--- config.mk ---
export PLATFORM = sky130hd
export DESIGN_NAME = btn_led_ctrl
export DESIGN_NICKNAME = d
export VERILOG_FILES = /design/src/rtl/btn_led_pkg.sv /design/src/rtl/btn_debounce.sv /design/src/rtl/btn_led_ctrl.sv
export SDC_FILE = /design/constraint.sdc
export NUM_CORES = 1
export LEC_CHECK = 0
export CORE_MARGIN = 2
export CORE_UTILIZATION = 48
export CTS_CLUSTER_DIAMETER = 150
export DETAILED_ROUTE_END_ITERATION = 6
export PLACE_DENSITY = 0.72
export SKIP_LAST_GASP = 1
export SYNTH_ARGS = -nofsm -noshare
export SYNTH_HDL_FRONTEND = slang
export SYNTH_SLANG_ARGS = --single-unit
--- constraint.sdc ---
create_clock -name sysclk -period 3.58 [get_ports sysclk]
set_input_delay 0.895 -clock sysclk [delete_from_list [all_inputs] [get_ports sysclk]]
set_output_delay 0.895 -clock sysclk [all_outputs]
set_load 0.01 [all_outputs]
--- src/rtl/btn_led_pkg.sv ---
// Shared definitions for the push-button to LED controller: mode encodings
// and the helper that sizes the debounce and pulse counters.
package btn_led_pkg;

    localparam int MODE_W = 2;

    localparam logic [MODE_W-1:0] MODE_TOGGLE = 2'b00;
    localparam logic [MODE_W-1:0] MODE_MOMENT = 2'b01;
    localparam logic [MODE_W-1:0] MODE_TIMED  = 2'b10;
    localparam logic [MODE_W-1:0] MODE_OFF    = 2'b11;

    // Bits needed to hold the values 0..max_val; never less than one bit.
    function automatic int cnt_width(input int max_val);
        return (max_val < 1) ? 1 : $clog2(max_val + 1);
    endfunction

endpackage

--- src/rtl/btn_debounce.sv ---
// One button channel: 2-flop synchronizer, counter debouncer and press-edge
// detector. db_out is the accepted (debounced) level; rise_out is high while
// the accepted level has just gone high and the delayed copy has not yet.
module btn_debounce
    import btn_led_pkg::*;
#(
    parameter int DEBOUNCE_CYCLES = 1200000
) (
    input  logic sysclk,
    input  logic rst,
    input  logic btn_in,
    output logic db_out,
    output logic rise_out
);

    localparam int                CNT_W    = cnt_width(DEBOUNCE_CYCLES);
    localparam logic [CNT_W-1:0]  CNT_LAST = CNT_W'(DEBOUNCE_CYCLES - 1);
    localparam logic [CNT_W-1:0]  CNT_ONE  = CNT_W'(1);

    logic             r_s1;
    logic             r_s2;
    logic             r_db;
    logic             r_db_q;
    logic [CNT_W-1:0] r_cnt;
    logic             w_rise;

    // Bring the asynchronous button into the sysclk domain.
    // NOTE: sequential state uses non-blocking assignments so every flop
    // samples the pre-edge value of its source; blocking here would collapse
    // the two synchronizer stages into one.
    always_ff @(posedge sysclk) begin
        if (rst) begin
            r_s1 <= 1'b0;
            r_s2 <= 1'b0;
        end else begin
            r_s1 <= btn_in;
            r_s2 <= r_s1;
        end
    end

    // Accept a new level only after it has differed from the accepted one for
    // DEBOUNCE_CYCLES consecutive cycles; any glitch back restarts the count.
    always_ff @(posedge sysclk) begin
        if (rst) begin
            r_db  <= 1'b0;
            r_cnt <= '0;
        end else if (r_s2 == r_db) begin
            r_cnt <= '0;
        end else if (r_cnt == CNT_LAST) begin
            r_db  <= r_s2;
            r_cnt <= '0;
        end else begin
            r_cnt <= r_cnt + CNT_ONE;
        end
    end

    // Delayed copy of the accepted level for edge detection.
    always_ff @(posedge sysclk) begin
        if (rst) begin
            r_db_q <= 1'b0;
        end else begin
            r_db_q <= r_db;
        end
    end

    assign w_rise   = r_db & ~r_db_q;
    assign db_out   = r_db;
    assign rise_out = w_rise;

endmodule

--- src/rtl/btn_led_ctrl.sv ---
// Multi-channel push-button to LED controller. Each channel debounces its
// button and drives its LED in toggle, momentary, timed-pulse or off mode.
// A mode change clears that channel's toggle state and pulse timer; a press
// landing on the same cycle is applied under the new mode.
module btn_led_ctrl
    import btn_led_pkg::*;
#(
    parameter int N_CH            = 2,
    parameter int DEBOUNCE_CYCLES = 1200000,
    parameter int PULSE_CYCLES    = 6000000
) (
    input  logic                     sysclk,
    input  logic                     rst,
    input  logic [N_CH-1:0]          btn,
    input  logic [MODE_W*N_CH-1:0]   mode,
    output logic [N_CH-1:0]          led,
    output logic [N_CH-1:0]          press
);

    localparam int               TMR_W    = cnt_width(PULSE_CYCLES);
    localparam logic [TMR_W-1:0] TMR_LOAD = TMR_W'(PULSE_CYCLES);
    localparam logic [TMR_W-1:0] TMR_ONE  = TMR_W'(1);

    for (genvar g = 0; g < N_CH; g++) begin : g_ch

        logic              w_db;
        logic              w_rise;
        logic [MODE_W-1:0] w_mode;
        logic              w_mode_chg;
        logic              w_tstate_base;
        logic [TMR_W-1:0]  w_timer_base;
        logic              w_tstate_nxt;
        logic [TMR_W-1:0]  w_timer_nxt;
        logic              w_led_nxt;

        logic [MODE_W-1:0] r_mode_q;
        logic              r_tstate;
        logic [TMR_W-1:0]  r_timer;
        logic              r_led;
        logic              r_press;

        btn_debounce #(
            .DEBOUNCE_CYCLES (DEBOUNCE_CYCLES)
        ) u_debounce (
            .sysclk   (sysclk),
            .rst      (rst),
            .btn_in   (btn[g]),
            .db_out   (w_db),
            .rise_out (w_rise)
        );

        assign w_mode     = mode[MODE_W*g +: MODE_W];
        assign w_mode_chg = (w_mode != r_mode_q);

        // Next toggle state, timer and LED level for this channel's mode.
        // NOTE: every output of this block gets a default before the case so
        // no path leaves a signal unassigned, which would infer a latch.
        always_comb begin
            w_tstate_base = w_mode_chg ? 1'b0 : r_tstate;
            w_timer_base  = w_mode_chg ? '0   : r_timer;
            w_tstate_nxt  = w_tstate_base;
            w_timer_nxt   = w_timer_base;
            w_led_nxt     = 1'b0;
            case (w_mode)
                MODE_TOGGLE: begin
                    if (w_rise) begin
                        w_tstate_nxt = ~w_tstate_base;
                    end
                    w_led_nxt = w_tstate_nxt;
                end
                MODE_MOMENT: begin
                    w_led_nxt = w_db;
                end
                MODE_TIMED: begin
                    if (w_rise) begin
                        w_timer_nxt = TMR_LOAD;
                        w_led_nxt   = 1'b1;
                    end else if (w_timer_base != '0) begin
                        w_timer_nxt = w_timer_base - TMR_ONE;
                        w_led_nxt   = (w_timer_base > TMR_ONE);
                    end
                end
                default: begin
                    w_led_nxt = 1'b0;
                end
            endcase
        end

        // Register mode history, mode-engine state and both outputs.
        always_ff @(posedge sysclk) begin
            if (rst) begin
                r_mode_q <= MODE_TOGGLE;
                r_tstate <= 1'b0;
                r_timer  <= '0;
                r_led    <= 1'b0;
                r_press  <= 1'b0;
            end else begin
                r_mode_q <= w_mode;
                r_tstate <= w_tstate_nxt;
                r_timer  <= w_timer_nxt;
                r_led    <= w_led_nxt;
                r_press  <= w_rise;
            end
        end

        assign led[g]   = r_led;
        assign press[g] = r_press;

    end

endmodule

# --- Yosys cells after proc, flatten, opt, wreduce, memory -nomap -nowiden ---
# Index checks and enable logic that the tools add are counted.
totals:
  wordCells: 72
  register_bits: 106
op_classes:
  n_eq_ne: 10
  add_sub_neg: 4
  n_lt_le_gt_ge: 2
  n_mux: 20
  n_reduce_logical: 8
  bitwise: 8
op_table:
  columns: ["op", "n"]
  rows:
  - ["two-way mux 23 bit", 8]
  - ["> comparator 23 x 1 -> 1 bit (second input constant)", 2]
  - ["nonzero test 23 bit", 2]
  - ["subtractor 23 x 1 -> 23 bit (second input constant)", 2]
  - ["adder 21 x 1 -> 21 bit (second input constant)", 2]
  - ["== test 21 bit (second input constant)", 2]
  - ["two-way mux 1 bit", 10]
  - ["NOT 1 bit", 6]
  - ["case mux 1 bit (3 select lines)", 2]
  - ["OR reduction 3 bit", 2]
  - ["== test 2 x 1 -> 1 bit (second input constant)", 2]
  - ["== test 2 bit (second input constant)", 2]
  - ["logical NOT 2 bit", 2]
  - ["!= test 2 bit", 2]
  - ["AND reduction 2 bit", 2]
  - ["bitwise AND 1 bit", 2]
  - ["== test 1 bit", 2]

# --- Logic depth before layout (Yosys ltp) ---
# Gate-level depths: netlist (run 1).
logic_depth:
  ltp_word: 6
  ltp_mapped: 12
  depth_no_buf: 9

# --- Cells and area by module ---
# Synthesis (run 1) repeated with hierarchy kept, for this count alone.
hier_totals:
  hier_cells: 635
  hier_area_um2: 5393.9
modules_own_cells:
  columns: ["mod", "n_inst", "cells_each", "seq_area_each_um2", "area_per_inst_um2"]
  rows:
  - ["btn_led_ctrl", 1, 395, 1121.1, 3219.3]
  - ["btn_debounce", 2, 120, 500.5, 1087.3]

# --- Worst setup path before layout (run 1) ---
# Ideal clock, no wire load.
synth_timing:
  path_kind: "input to register"
  from: "input port mode[0]"
  to: "register g_ch[0].r_timer[21]"
  path_slack_ns: 0.311
  t_required_ns: 3.463
  setup_ns: 0.117
  arrival_time_ns: 3.152
  path_stages: 12
  path_buffers: 4
  cell_sequence: "buf_2 xnor2_1 and2_1 buf_2 clkbuf_1 nand2_1 ha_1 and3_1 a32oi_1 buf_2 nand4_1 a32o_1"
synth_via:
  elab_chain_cells: 6
  elab_cells_between_ends: 8
synth_lines:
  columns: ["item", "line_no", "rtl"]
  rows:
  - ["start, declared", "btn_led_ctrl.sv:15", "input logic [MODE_W*N_CH-1:0] mode,"]
  - ["!= test 2 bit", "btn_led_ctrl.sv:53", "assign w_mode_chg = (w_mode != r_mode_q);"]
  - ["two-way mux 23 bit", "btn_led_ctrl.sv:60", "w_timer_base = w_mode_chg ? '0 : r_timer;"]
  - ["subtractor 23 x 1 -> 23 bit or nonzero test 23 bit (tied branches)", "btn_led_ctrl.sv:79, btn_led_ctrl.sv:78", null]
  - ["two-way mux 23 bit", "btn_led_ctrl.sv:78", "end else if (w_timer_base != '0) begin"]
  - ["two-way mux 23 bit", "btn_led_ctrl.sv:75", "if (w_rise) begin"]
  - ["two-way mux 23 bit *", "btn_led_ctrl.sv:64", "case (w_mode)"]
  - ["end signal, assigned", "btn_led_ctrl.sv:100", "r_timer <= w_timer_nxt;"]
  - ["end, declared", "btn_led_ctrl.sv:38", "logic [TMR_W-1:0] r_timer;"]
# Mark *: on every way between the ends. The rest lies on a longest branch, timed or not.
# A chain may end at the register's enable or synchronous reset.

# --- Worst setup path in the final report (run 1) ---
layout_timing:
  from: "input port mode[0]"
  to: "register g_ch[0].r_timer[14]"
# Same word-level chain as after synthesis.

==> metrics.md, run 1 <==
| Metric | Value |
|---|---|
| Status | finished, final reports clean |
| Post-layout nets | 679 |
| Power, Total | 2270 uW |
| Slew Viols, Final | 0 |
| Mean Syn Cell Area | 8.22 um2 |
| Vias in the first global route | 4580 |
| Worst r2r dst | g_ch[1].r_timer[21] |
| CTS Buffer Depth | 2 |
| Crit Path Max Fanout | 8 |
| Peak supply drop | 0.000241 V |
| PortBufs | 11 |
| Seq cells post-synth | ~110 |
| Vias/cell | just over 6 |
| CTS Hold Bufs | 0 |
| WL final | 12400 um |
| CTS tree | built |
| Clock-pin transition on the worst setup and hold timing paths | 0.07 ns |
| Fillers | 1018 |
| Number of enable-type register cells in the synthesized netlist | 0 |
| Gr ovfl total | 0 |
| Cell with the most instances after synthesis | dfxtp_1 |
| First-pass GRT wire length | 21300 um |
| Clock skew | about 0.0052 ns |
| Top cells by area, synth | dfxtp_1, nor2_1, xor2_1 |
| Sequential fraction of the synthesis area | 38.7% |
| Most common flop cell mapped by yosys | dfxtp_1 |
| H-tree levels | 3 |
| CORE AREA | 0.0113 mm2 |
| Crit path capture | g_ch[0].r_timer[14] |
| Synth Net Count | 680 |
| Die span in x | 111 um |
| Max cap viols | 0 |
| Synth unique cells | 64 |
| R2R setup slack | 1.04 ns |
| Synth top area share | about two fifths |
| Layout cell share with drive strength beyond 1 | 6.72% |
| Critical path class | input port to flop |
| Pleak | 0.00204 uW |
| Post-DP HPWL | ~8600 um |
| Die Area | 0.0123 mm2 |
| Number of clock buffers inserted by TritonCTS | 9 |
| Hold Violations, Final | 0 |
| Initial antenna violation count | 0 |
| Worst relative slew slack | 49.7% |
| Row cnt | 39 |
| Initial cell density of the core | between 40% and 50% |
| PnR worst setup slack | 0.394 ns |
| Arrival time of the worst setup path | 3.45 ns |
| Final TNS setup | 0 ns |
| DIE HEIGHT | 111 um |
| Min Tclk post-route | roughly 3.2 ns |
| Worst-skew pair later-pin latency | 0.35 ns |
| Sink Count | about 110 |
| RSZ-0062 raised after global routing | no |
| DRC Markers | 0 |
| Critical Path Start Type | input port |
| I/O Pins | 12 |
| Register-to-Register Path Depth | 5 |
| Initial DRC count | 460 |
| Mapped cell area | 0.00548 mm2 |
| Power Density | 378 mW/mm2 |
| Hold slack | 0.436 ns |
| Synth area leader | dfxtp_1 |
| Worst slew pin tran | roughly 0.75 ns |
| Worst Hold Class | flop to flop |
| DP Worst Slack | approximately 0.070 ns |
| Synthesized instance count | 666 |
| Total GRT Usage | 20.4% |
| Crit path from | mode[0] |
| Via count | 4953 |
| CP endpoint kind | flop |
| FF-to-FF Start | g_ch[1].r_timer[17] |
| Clk root buf | clkbuf_16 |
| Avg WL per Cell | around 15 um |
| Pre-Repair DR Iteration Count | 5 |
| Antenna viol nets, final | 0 |
| Top post-synthesis cells by count | dfxtp_1, nor2_1, nand2_1, nand3_1, a21oi_1 |
| Post-route cell area | 0.00599 mm2 |
| Antenna cells | 0 |
| Synth warn | 0 |
| Final setup vio count | 0 |
| Setup Fix Bufs, Post-CTS | 0 |
| Largest net degree at the start of global routing | 41 |
| Fin crit share | 89.0% |
| Area Overhead vs Synth | 9.43% |
| FMAX | 0.314 GHz |
| DP Area | 0.00571 mm2 |
| Worst EP required | 3.84 ns |
| Gpl congestion | 0.887 |
| Ys async rst share | 0% |
| Resize count post-CTS | 0 |
[registers in the layout, summed over array words and instances, names as in the netlist]
| signal | cells |
|---|---|
| g_ch.r_timer | 46 |
| g_ch.u_debounce.r_cnt | 42 |
| g_ch.r_mode_q | 4 |
| g_ch.r_led | 2 |
| g_ch.r_press | 2 |
| g_ch.r_tstate | 2 |
| g_ch.u_debounce.db_out | 2 |
| g_ch.u_debounce.r_db_q | 2 |
| g_ch.u_debounce.r_s1 | 2 |
| g_ch.u_debounce.r_s2 | 2 |
[layer usage]
layer / share of wire [%] / vias to the layer above / GRT usage, %
li1: - / 2432 / -
met1: 47 / 2335 / 27.9
met2: 46 / 169 / 31.9
met3: 5.8 / 17 / 5.08
met4: 1.5 / 0 / 6.17
met5: 0 / - / 0
[worst min-delay path by stage]
stage	start	to	depth (start not counted)
final	g_ch[0].u_debounce.r_s1	g_ch[0].u_debounce.r_s2	1
after global routing	g_ch[0].u_debounce.r_s1	g_ch[0].u_debounce.r_s2	1
after CTS	g_ch[0].u_debounce.r_s1	g_ch[0].u_debounce.r_s2	1
after detailed placement	g_ch[0].u_debounce.r_s1	g_ch[0].u_debounce.r_s2	1
after global placement	g_ch[0].u_debounce.r_s1	g_ch[0].u_debounce.r_s2	1
after floorplan	g_ch[0].u_debounce.r_s1	g_ch[0].u_debounce.r_s2	1
[report_power, final]
group	leakage [uW]	internal (uW)	switching (uW)	total, uW
logic	0.00105	42.2	84.1	126
registers	0.000855	1180	2.91	1190
clock network	0.000140	514	441	955
total	0.00204	1740	528	2270
[layout make-up]
cell class	instances	area, um2	area share, %
Timing Repair Buffer	27	230	3.84
Multi-Input combinational cell	511	3140	52.4
Clock inverter	3	22.5	0.376
Clock buffer	13	260	4.34
Tap cell	143	179	2.98
Inverter	10	37.5	0.626
Sequential cell	106	2120	35.4
[cells in the final DEF, fill, tap and decap left out, types with 10 or more instances in the layout]
cell type | Yosys | layout
a21oi_1 | 30 | 30
buf_4 | 4 | 16
clkdlybuf4s50_1 | 0 | 11
dfxtp_1 | 106 | 106
inv_1 | 10 | 10
nand2_1 | 52 | 52
nand3_1 | 45 | 45
nand4_1 | 18 | 18
nor2_1 | 92 | 92
nor2b_1 | 13 | 13
nor3_1 | 23 | 23
nor4_1 | 14 | 14
o211ai_1 | 10 | 10
o21ai_0 | 14 | 14
or3_1 | 12 | 12
xnor2_1 | 23 | 23
xor2_1 | 28 | 28
[cell families (layout without fill, tap and decap cells)]
family	after synthesis	in the layout	synth area share, %
compound gates	128	128	16.8
mux	3	3	0.548
xor+xnor	51	51	8.15
simple gates	323	323	30.5
flops	106	106	38.7
fa+ha+maj	6	6	1.37
buf+inv	49	53	3.88
[worst max-delay path, cell delays in order]
cell	delay (ns)
clkdlybuf4s50_1	0.43
xnor2_1	0.17
and2_1	0.25
nand2_1	0.15
ha_1	0.31
nand2_1	0.26
a21o_1	0.28
or4b_1	0.49
a21boi_0	0.21
[through the flow]
step	cells	util [%]
finish	813	53.2
CTS	813	53.2
detailed placement	797	50.7
global placement	797	50.7
global route	813	53.2
floorplan	666	-
No activity file was read; power rests on OpenSTA's default activity.
==> run 2, diff against run 1 <==
Clock period 3.58 ns to 4.1 ns, I/O delays scaled along.
==> metrics.md, run 2 (synthesis gave the netlist of run 1 again) <==
| Metric | Value |
|---|---|
| Post-layout nets | 673 (-0.88%) |
| Clk root buf | clkbuf_16 |
| Initial cell density of the core | 48.6% (unchanged) |
| Fin util | 52.8% (-0.36 points) |
| Min Tclk post-route | 3.41 ns |
| DRC Markers | 0 (unchanged) |
| I/O Pins | 12 (unchanged) |
| Vias in the first global route | 4753 (+3.8%) |
| Die span in x | 111 um (unchanged) |
| H-tree levels | 3 (unchanged) |
| CORE AREA | 0.0113 mm2 (unchanged) |
| Pre-Repair DR Iteration Count | 5 (unchanged) |
| Largest register FFs | 46 (unchanged) |
| Register-to-Register Path Depth | 5 (unchanged) |
| Worst-skew pair later-pin latency | 0.35 ns (about the same) |
| Final TNS setup | 0 ns (unchanged) |
| Bufs and invs on worst path | 1 (unchanged) |
| Hold Violations, Final | 0 (unchanged) |
| Worst relative slew slack | 48.6% (-1.2 points) |
| RSZ-0062 raised after global routing | no |
| Via count | 4940 (-0.26%) |
| Critical path's most frequent cell | nand2_1 |
| Resize count post-CTS | 0 (unchanged) |
| Sink Count | 106 (unchanged) |
| Gpl congestion | 0.914 (+3.1%) |
| Vias/cell | 6.12 (+0.48%) |
| Post-route cell area | 0.00595 mm2 (-0.67%) |
| Die Area | 0.0123 mm2 (unchanged) |
| R2R setup slack | 1.57 ns (+0.53 ns) |
| Row cnt | 39 (unchanged) |
| Crit path capture | g_ch[0].r_timer[14] |
| Crit path from | mode[0] |
| Pleak | 0.00201 uW (-1.6%) |
| Avg WL per Cell | 15.6 um (+3.0%) |
| CTS Buffer Depth | 2 (unchanged) |
| Clock-pin transition on the worst setup and hold timing paths | 0.07 ns (about the same) |
| Fillers | 1019 (+0.098%) |
| Critical Path Start Type | input port |
| First-pass GRT wire length | 21600 um (+1.6%) |
| CP endpoint kind | flop |
| Arrival time of the worst setup path | 3.66 ns (+0.21 ns) |
| Setup Fix Bufs, Post-CTS | 0 (unchanged) |
| Post-DP HPWL | 8720 um (+1.4%) |
| Most common cell after layout, fill and taps aside | dfxtp_1 |
| FMAX | ~0.29 GHz |
| Final setup vio count | 0 (unchanged) |
| Top reg by flops | g_ch.r_timer |
| Antenna cells | 0 (unchanged) |
| Antenna viol nets, final | 0 (unchanged) |
| Slew Viols, Final | 0 (unchanged) |
| PortBufs | 11 (unchanged) |
| DIE HEIGHT | 111 um (unchanged) |
| Slowest-stage cell, CP | clkdlybuf4s50_1 |
| Critical path class | input port to flop |
| Worst EP required | 4.36 ns (+0.52 ns) |
| FF-to-FF Start | g_ch[1].r_timer[17] |
| Largest net degree at the start of global routing | 41 (unchanged) |
| WL final | 12600 um (+2.2%) |
| Fin crit share | 83.1% |
| Seq. cell area | 0.00212 mm2 (unchanged) |
| CTS Hold Bufs | 0 (unchanged) |
| DP Area | 0.00567 mm2 (-0.79%) |
| Status | finished, final reports clean |
| Peak supply drop | 0.000299 V (+24%) |
| Area of the multi-input gates | 0.00314 mm2 (unchanged) |
| Crit Path Max Fanout | 9 (+1) |
| Layout cell share with drive strength beyond 1 | 6.17% (-0.54 points) |
| Total GRT Usage | 20.7% (+0.36 points) |
| Area Overhead vs Synth | 8.70% |
| Crit path max-delay family | simple AND/OR/NAND/NOR gates |
| Clock skew | 0.00837 ns (+0.00315 ns) |
| Largest regs | g_ch.r_timer: 46 flops, g_ch.u_debounce.r_cnt: 42 flops, g_ch.r_mode_q: 4 flops |
| Worst slew pin tran | 0.764 ns (+0.0171 ns) |
| Gr ovfl total | 0 (unchanged) |
| Commonest non-fill, non-tap cells in the layout | dfxtp_1, nor2_1, nand2_1 |
| Max cap viols | 0 (unchanged) |
| Cell chain of the critical path | clkdlybuf4s50_1, xnor2_1, and2_1, nand2_1, ha_1, nand2_1, a21o_1, or4b_1, a21boi_0 |
| WP depth | 9 (unchanged) |
| Worst r2r dst | g_ch[1].r_timer[21] |
| Initial antenna violation count | 0 (unchanged) |
| CTS tree | built |
| Number of clock buffers inserted by TritonCTS | 9 (unchanged) |
| Initial DRC count | 369 (-20%) |
| Power Density | 332 mW/mm2 (-12%) |
| Worst Hold Class | flop to flop |
| Critical Path Max Stage Delay | 0.63 ns (+0.14 ns) |
-- run 2: changes by cell type in the layout (fill, tap and decap cells not counted) --
cell | previous run | this run
clkbuf_1 | 2 | 0
clkbuf_8 | 2 | 1
inv_6 | 1 | 2
inv_8 | 0 | 1
buf_4 | 16 | 10
clkinv_4 | 1 | 0
clkinvlp_4 | 0 | 2
-- run 2: how the worst min path moves through the flow --
stage	startpoint	to	cells past startpoint
global route	g_ch[0].u_debounce.r_s1	g_ch[0].u_debounce.r_s2	1
detailed placement	g_ch[1].u_debounce.r_s1	g_ch[1].u_debounce.r_s2	1
global placement	g_ch[0].u_debounce.r_s1	g_ch[0].u_debounce.r_s2	1
finish	g_ch[1].u_debounce.r_s1	g_ch[1].u_debounce.r_s2	1
CTS	g_ch[1].u_debounce.r_s1	g_ch[1].u_debounce.r_s2	1
floorplan	g_ch[0].u_debounce.r_s1	g_ch[0].u_debounce.r_s2	1
-- run 2: per-layer routing --
| metal | vias up | GRT usage, % | share of wire, % |
|---|---|---|---|
| met4 | 0 | 8.33 | 1.9 |
| li1 | 2412 | - | - |
| met3 | 24 | 4.87 | 5.0 |
| met1 | 2343 | 26.7 | 47 |
| met2 | 161 | 33.7 | 46 |
| met5 | - | 0 | 0 |
-- run 2: where the power goes --
part | switching (uW) | leakage [uW] | total, uW | internal [uW]
sequential | 2.57 | 0.000855 | 1040 | 1030
combinational | 73.1 | 0.00102 | 106 | 32.6
clock | 400 | 0.000137 | 836 | 437
total | 475 | 0.00201 | 1980 | 1500
-- run 2: cell type report --
cell class                 count  area share (%)
clock buffer                  10            4.01
sequential                   106            35.6
inverter                      10           0.630
tap                          143            3.00
clock inverter                 6           0.820
multi-input combinational    511            52.8
timing repair buffer          21            3.11
-- run 2: stage by stage --
stage          instances  setup slack, ns  power [uW]  hold slack (ns)
5_1_grt              807            0.488        2050            0.463
3_3_place_gp         791            0.472        1160            0.426
2_1_floorplan        666            0.701        1130            0.414
6_report             807            0.692        1980            0.447
4_1_cts              807            0.755        1990            0.450
3_5_place_dp         791            0.381        1160            0.433
==> RTL edit 1 (flow settings as in run 2) <==
`PULSE_CYCLES`: 6000000 -> 1500000.
--- a/src/rtl/btn_led_ctrl.sv
+++ b/src/rtl/btn_led_ctrl.sv
@@ -7,7 +7,7 @@
 #(
     parameter int N_CH            = 2,
     parameter int DEBOUNCE_CYCLES = 1200000,
-    parameter int PULSE_CYCLES    = 6000000
+    parameter int PULSE_CYCLES    = 1500000
 ) (
     input  logic                     sysclk,
     input  logic                     rst,
Function: no difference found for any inputs over 10 cycles, from zero or initial values and one cycle with rst high; that may be too few to reach the edited logic, so the function may still have changed.
==> RTL edit 1 against run 2 <==
Routed wire length is 7.5% lower. Total power fell by 7.2%. Cell area fell by 4.9%. Maximum frequency decreased by 3.9%. Setup slack worse by 0.14 ns. Synthesized area shrank 4.7%. Sequential cell count fell by 4. Critical path type unchanged. Largest cell class unchanged. Highest routed layer unchanged.
==> RTL edit 1: results (changes against run 2) <==
Status
The run finished with clean final reports.

Synthesis
The distinct cell type count of the synthesized netlist is 58 (-9.4%). The post-synthesis net count was 665 (-2.2%). By area the synthesized netlist is led by dfxtp_1, nor2_1, xor2_1, xnor2_1, nand2_1.

Sorting the synthesized cells by how often they occur yields dfxtp_1, nor2_1, nand2_1, o21ai_0, a21oi_1.

GRT
The number of global-route vias before repair is 4276 (-10%). The total global-route track usage is 0.209 (+0.00177). The maximum number of pins on one net before global-route repair is 32 (-22%).

Min path
The end point of the worst hold path is g_ch[0].u_debounce.r_s2.

Detailed routing
The wire length per cell is 14.7 um (-5.9%). The number of vias in the routed layout is 4612 (-6.6%). The starting DRC count in detailed routing is 402 (+8.9%). The wire length on met1 is 5.19 mm (-12%). The first-pass iteration count of the detailed router is 7 (+2).

Final layout
The share of post-route cells with drive strength above 1 is 0.0704 (+0.00870). In the final layout, the registers with the most flip-flops are g_ch.r_timer: 42 flops, g_ch.u_debounce.r_cnt: 42 flops, g_ch.r_mode_q: 4 flops. The number of multi-input combinational cells is 499 (-2.3%). The clock network area share is 0.0387 (-0.00967). The clock buffer instance count of the final layout is 9 (-1). The number of buffers other than clock buffers in the final layout came to 25 (+19%).

Placed design
The placed wire-length estimate after detailed placement was 8.29 mm (-5.0%). The post-placement setup slack is 0.235 ns (-0.146 ns).

Setup path
The reg-to-reg critical path startpoint is g_ch[1].r_mode_q[1]. The cell count of the worst reg-to-reg path came to 10 (+5).

Timing
The remaining max-slew budget at the tightest pin is 0.434 (-0.0523). The final critical-path share of the clock period is 0.865 (+0.0341).

Power
The leakage component of the power came to 1.94 nW (-3.4%).

CTS
The clock transition time at the flip-flop clock pins of the worst setup and hold paths is 0.11 ns (+0.04 ns).
[RTL edit 1: cell count changes after synthesis, moves of 5 or more]
cell             run 2  this run
buf_2               11         4
nand3_1             45        24
nand2b_1             6        12
o21ai_0             14        34
nor2_1              92       100
o311ai_0             9         4
and4_1               8         2
[RTL edit 1: logic make-up (layout without fill, tap and decap cells)]
group | count (synthesis) | count (layout) | share of synthesized area
flip-flops | 102 | 102 | 0.391
AO/OA/AOI/OAI | 127 | 127 | 0.158
adder cells (fa/ha/maj) | 8 | 8 | 0.0192
buffers and inverters | 48 | 52 | 0.0398
XOR/XNOR | 54 | 54 | 0.0906
AND/OR/NAND/NOR | 306 | 306 | 0.293
multiplexers | 4 | 4 | 0.00815
[RTL edit 1: report_power, final]
part | internal (mW) | switching [mW]
Clock | 0.303 | 0.391
Sequential | 0.997 | 0.00515
Combinational | 0.0487 | 0.0896
==> RTL edit 2 (flow settings as in run 2) <==
Made on the original files. Add an input register stage for `btn` and `mode`, without a reset; this delays them by one clock. Comments in the files are not updated.
--- a/src/rtl/btn_led_ctrl.sv
+++ b/src/rtl/btn_led_ctrl.sv
@@ -20,6 +20,14 @@
     localparam int               TMR_W    = cnt_width(PULSE_CYCLES);
     localparam logic [TMR_W-1:0] TMR_LOAD = TMR_W'(PULSE_CYCLES);
     localparam logic [TMR_W-1:0] TMR_ONE  = TMR_W'(1);
+
+    logic [N_CH-1:0] btn_q;
+    logic [MODE_W*N_CH-1:0] mode_q;
+
+    always_ff @(posedge sysclk) begin
+        btn_q  <= btn;
+        mode_q <= mode;
+    end
 
     for (genvar g = 0; g < N_CH; g++) begin : g_ch
 
@@ -44,12 +52,12 @@
         ) u_debounce (
             .sysclk   (sysclk),
             .rst      (rst),
-            .btn_in   (btn[g]),
+            .btn_in   (btn_q[g]),
             .db_out   (w_db),
             .rise_out (w_rise)
         );
 
-        assign w_mode     = mode[MODE_W*g +: MODE_W];
+        assign w_mode     = mode_q[MODE_W*g +: MODE_W];
         assign w_mode_chg = (w_mode != r_mode_q);
 
         // Next toggle state, timer and LED level for this channel's mode.
Check against the original RTL: same outputs for any inputs over 10 cycles, from zero or initial values and one cycle with rst high; that may be too few to reach the edited logic, so the function may still have changed.
==> RTL edit 2 against run 2 <==
First-iteration DRC count increased by 30%. Maximum frequency increased by 3.6%. Count of clock-buffer cells in the layout unchanged. Total power increased by 4.0%. Cell area increased by 1.4%. Setup slack improved by 0.12 ns. Synthesized area increased by 1.8%. Sequential cell count increased by 6. Synthesized cell count increased by 0.45%. Core utilization increased by 0.29 points. Routed wire length decreased by 0.98%. Sequential share of layout area increased by 1.5 points. Critical endpoint is now g_ch[0].r_timer[8]. Highest routed layer unchanged.
==> RTL edit 2: results (changes against run 2) <==
Status
The run finished with clean final reports.

CTS
The number of buffers on the longest clock path is 2 (unchanged). The cell sitting at the root of the clock tree is a clkbuf_16. The post-cts resize count is 0 (unchanged). The H-tree depth came to 3 (unchanged). The post-CTS setup buffer count is 0 (unchanged). The number of buffers added by the clock tree synthesis step came to 9 (unchanged).

The clock transition time at the flip-flop clock pins of the worst setup and hold paths is 0.07 ns (about the same). The clock reaches the later pin of the worst-skew pair after 0.36 ns.

Placed design
The global placement routability congestion was 0.906 (-0.92%). The post-placement setup slack came to 0.840 ns (+0.459 ns). The placed wire-length estimate after detailed placement is 8.44 mm (-3.2%). The number of buffers added on ports is 11 (unchanged).

Final layout
The number of antenna cells inserted came to 0 (unchanged). The number of nets at the end of the flow is 677 (+0.59%). The share of post-route cells with drive strength above 1 is 0.0644 (+0.00262).

In the final layout, the registers with the most flip-flops are g_ch.r_timer: 46 flops, g_ch.u_debounce.r_cnt: 42 flops.

Synthesis
In the synthesized netlist, the cells that appear most often are dfxtp_1, nor2_1, nand2_1, nand3_1, a21oi_1. The multiplexer area fraction after synthesis is 0.0130 (+0.00753). The share of flip-flops with an asynchronous set or reset is 0 (unchanged).

The distinct cell type count of the synthesized netlist is 72 (+13%). The complex-gate fraction of the synthesized area is 0.151 (-0.0171). Ranked by total cell area, the synthesized netlist is headed by dfxtp_1, nor2_1, xnor2_1, xor2_1, nand2_1. The number of warnings reported in the yosys synthesis log is 0 (unchanged). The post-synthesis adder-cell area fraction came to 0.0135 (-0.000240). The post-synthesis xor/xnor area fraction is 0.0848 (+0.00329). The sequential element share of the synthesized area is 0.402 (+0.0148).

Setup path
The stage delay of the slowest cell on the critical path is 0.50 ns (-0.13 ns). The worst-path maximum fanout is 26 (+17). The critical path data arrival time was 3.51 ns (-0.15 ns). The library cell contributing the largest single delay on the critical path is or3b_2. The cell family contributing the most delay on the critical path is simple AND/OR/NAND/NOR gates.

Detailed routing
The total routed wirelength is 12.5 mm (-0.98%). The detailed-routed wire length on met3 is 669 um (+5.4%). The uppermost layer routed is met4. The starting DRC count in detailed routing is 478 (+30%). The routed wire length on met2 is 5.89 mm (+0.43%). The wire length on met1 is 5.72 mm (-2.9%). The ratio of routed vias to standard cells was 6.08 (-0.61%). The first-pass iteration count of the detailed router is 5 (unchanged).

GRT
The global-route wire length before repair was 21.6 mm (about the same). The met3 global-route usage is 0.0463 (-0.00239). The number of global-route vias before repair was 4663 (-1.9%). The total global-route track usage is 0.207 (about the same).

The routing usage on met1 was 0.276 (+0.00863). The maximum number of pins on one net before global-route repair came to 34 (-17%). The initial antenna violation count was 0 (unchanged).

The fraction of met2 tracks used by global routing is 0.327 (-0.00974).

Timing
The remaining max-slew budget at the tightest pin came to 0.205 (-0.281). The worst setup skew after layout is 0.00810 ns (-0.000265 ns).

Power
The worst supply voltage drop on vdd is 0.247 mV (-17%). The leakage component of the power is 2.04 nW (+1.4%).

Min path
In this run the worst hold path is classified as register to register.
==> RTL edit 2: cell types whose count changed after synthesis, moves of 6 or more <==
cell	change
buf_2	-9
dfxtp_1	+6
inv_1	+6
nand3_1	-14
nor4_1	+7
o21ai_0	+7
==> RTL edit 2: path summary, 6_finish.rpt <==
check,startpoint,endpoint,slack (ns),depth (start not counted)
min,btn_q[1],g_ch[1].u_debounce.r_s1,0.44,1
max reg2reg,mode_q[0],g_ch[0].r_timer[8],0.81,10
min reg2reg,btn_q[1],g_ch[1].u_debounce.r_s1,0.44,1
max,mode_q[0],g_ch[0].r_timer[8],0.81,10
==> RTL edit 2: power by group <==
| part | internal (mW) | total, mW | switching [mW] | leakage (nW) |
|---|---|---|---|---|
| Combinational | 0.0238 | 0.0843 | 0.0604 | 0.991 |
| Sequential | 1.09 | 1.10 | 0.00835 | 0.906 |
| Clock | 0.439 | 0.870 | 0.431 | 0.142 |
| Total | 1.56 | 2.06 | 0.500 | 2.04 |
==> RTL edit 2: cell type report <==
type | count | area, um^2
flip-flops and latches | 112 | 2240
clock inverters | 6 | 50.0
multi-input cells | 508 | 3130
inverters | 16 | 60.1
well taps | 143 | 179
fillers | 1040 | 5330
repair buffers | 16 | 143
clock buffers | 10 | 239
==> RTL edit 2: per-stage QoR <==
stage | instance area [um^2] | power, mW | hold WS, ns | std cells
after CTS | 6040 | 2.08 | 0.446 | 811
after floorplan | 5580 | 1.18 | 0.413 | 669
after detailed placement | 5750 | 1.21 | 0.428 | 795
after global placement | 5750 | 1.21 | 0.420 | 795
final | 6040 | 2.06 | 0.438 | 811
after global routing | 6040 | 2.13 | 0.463 | 811
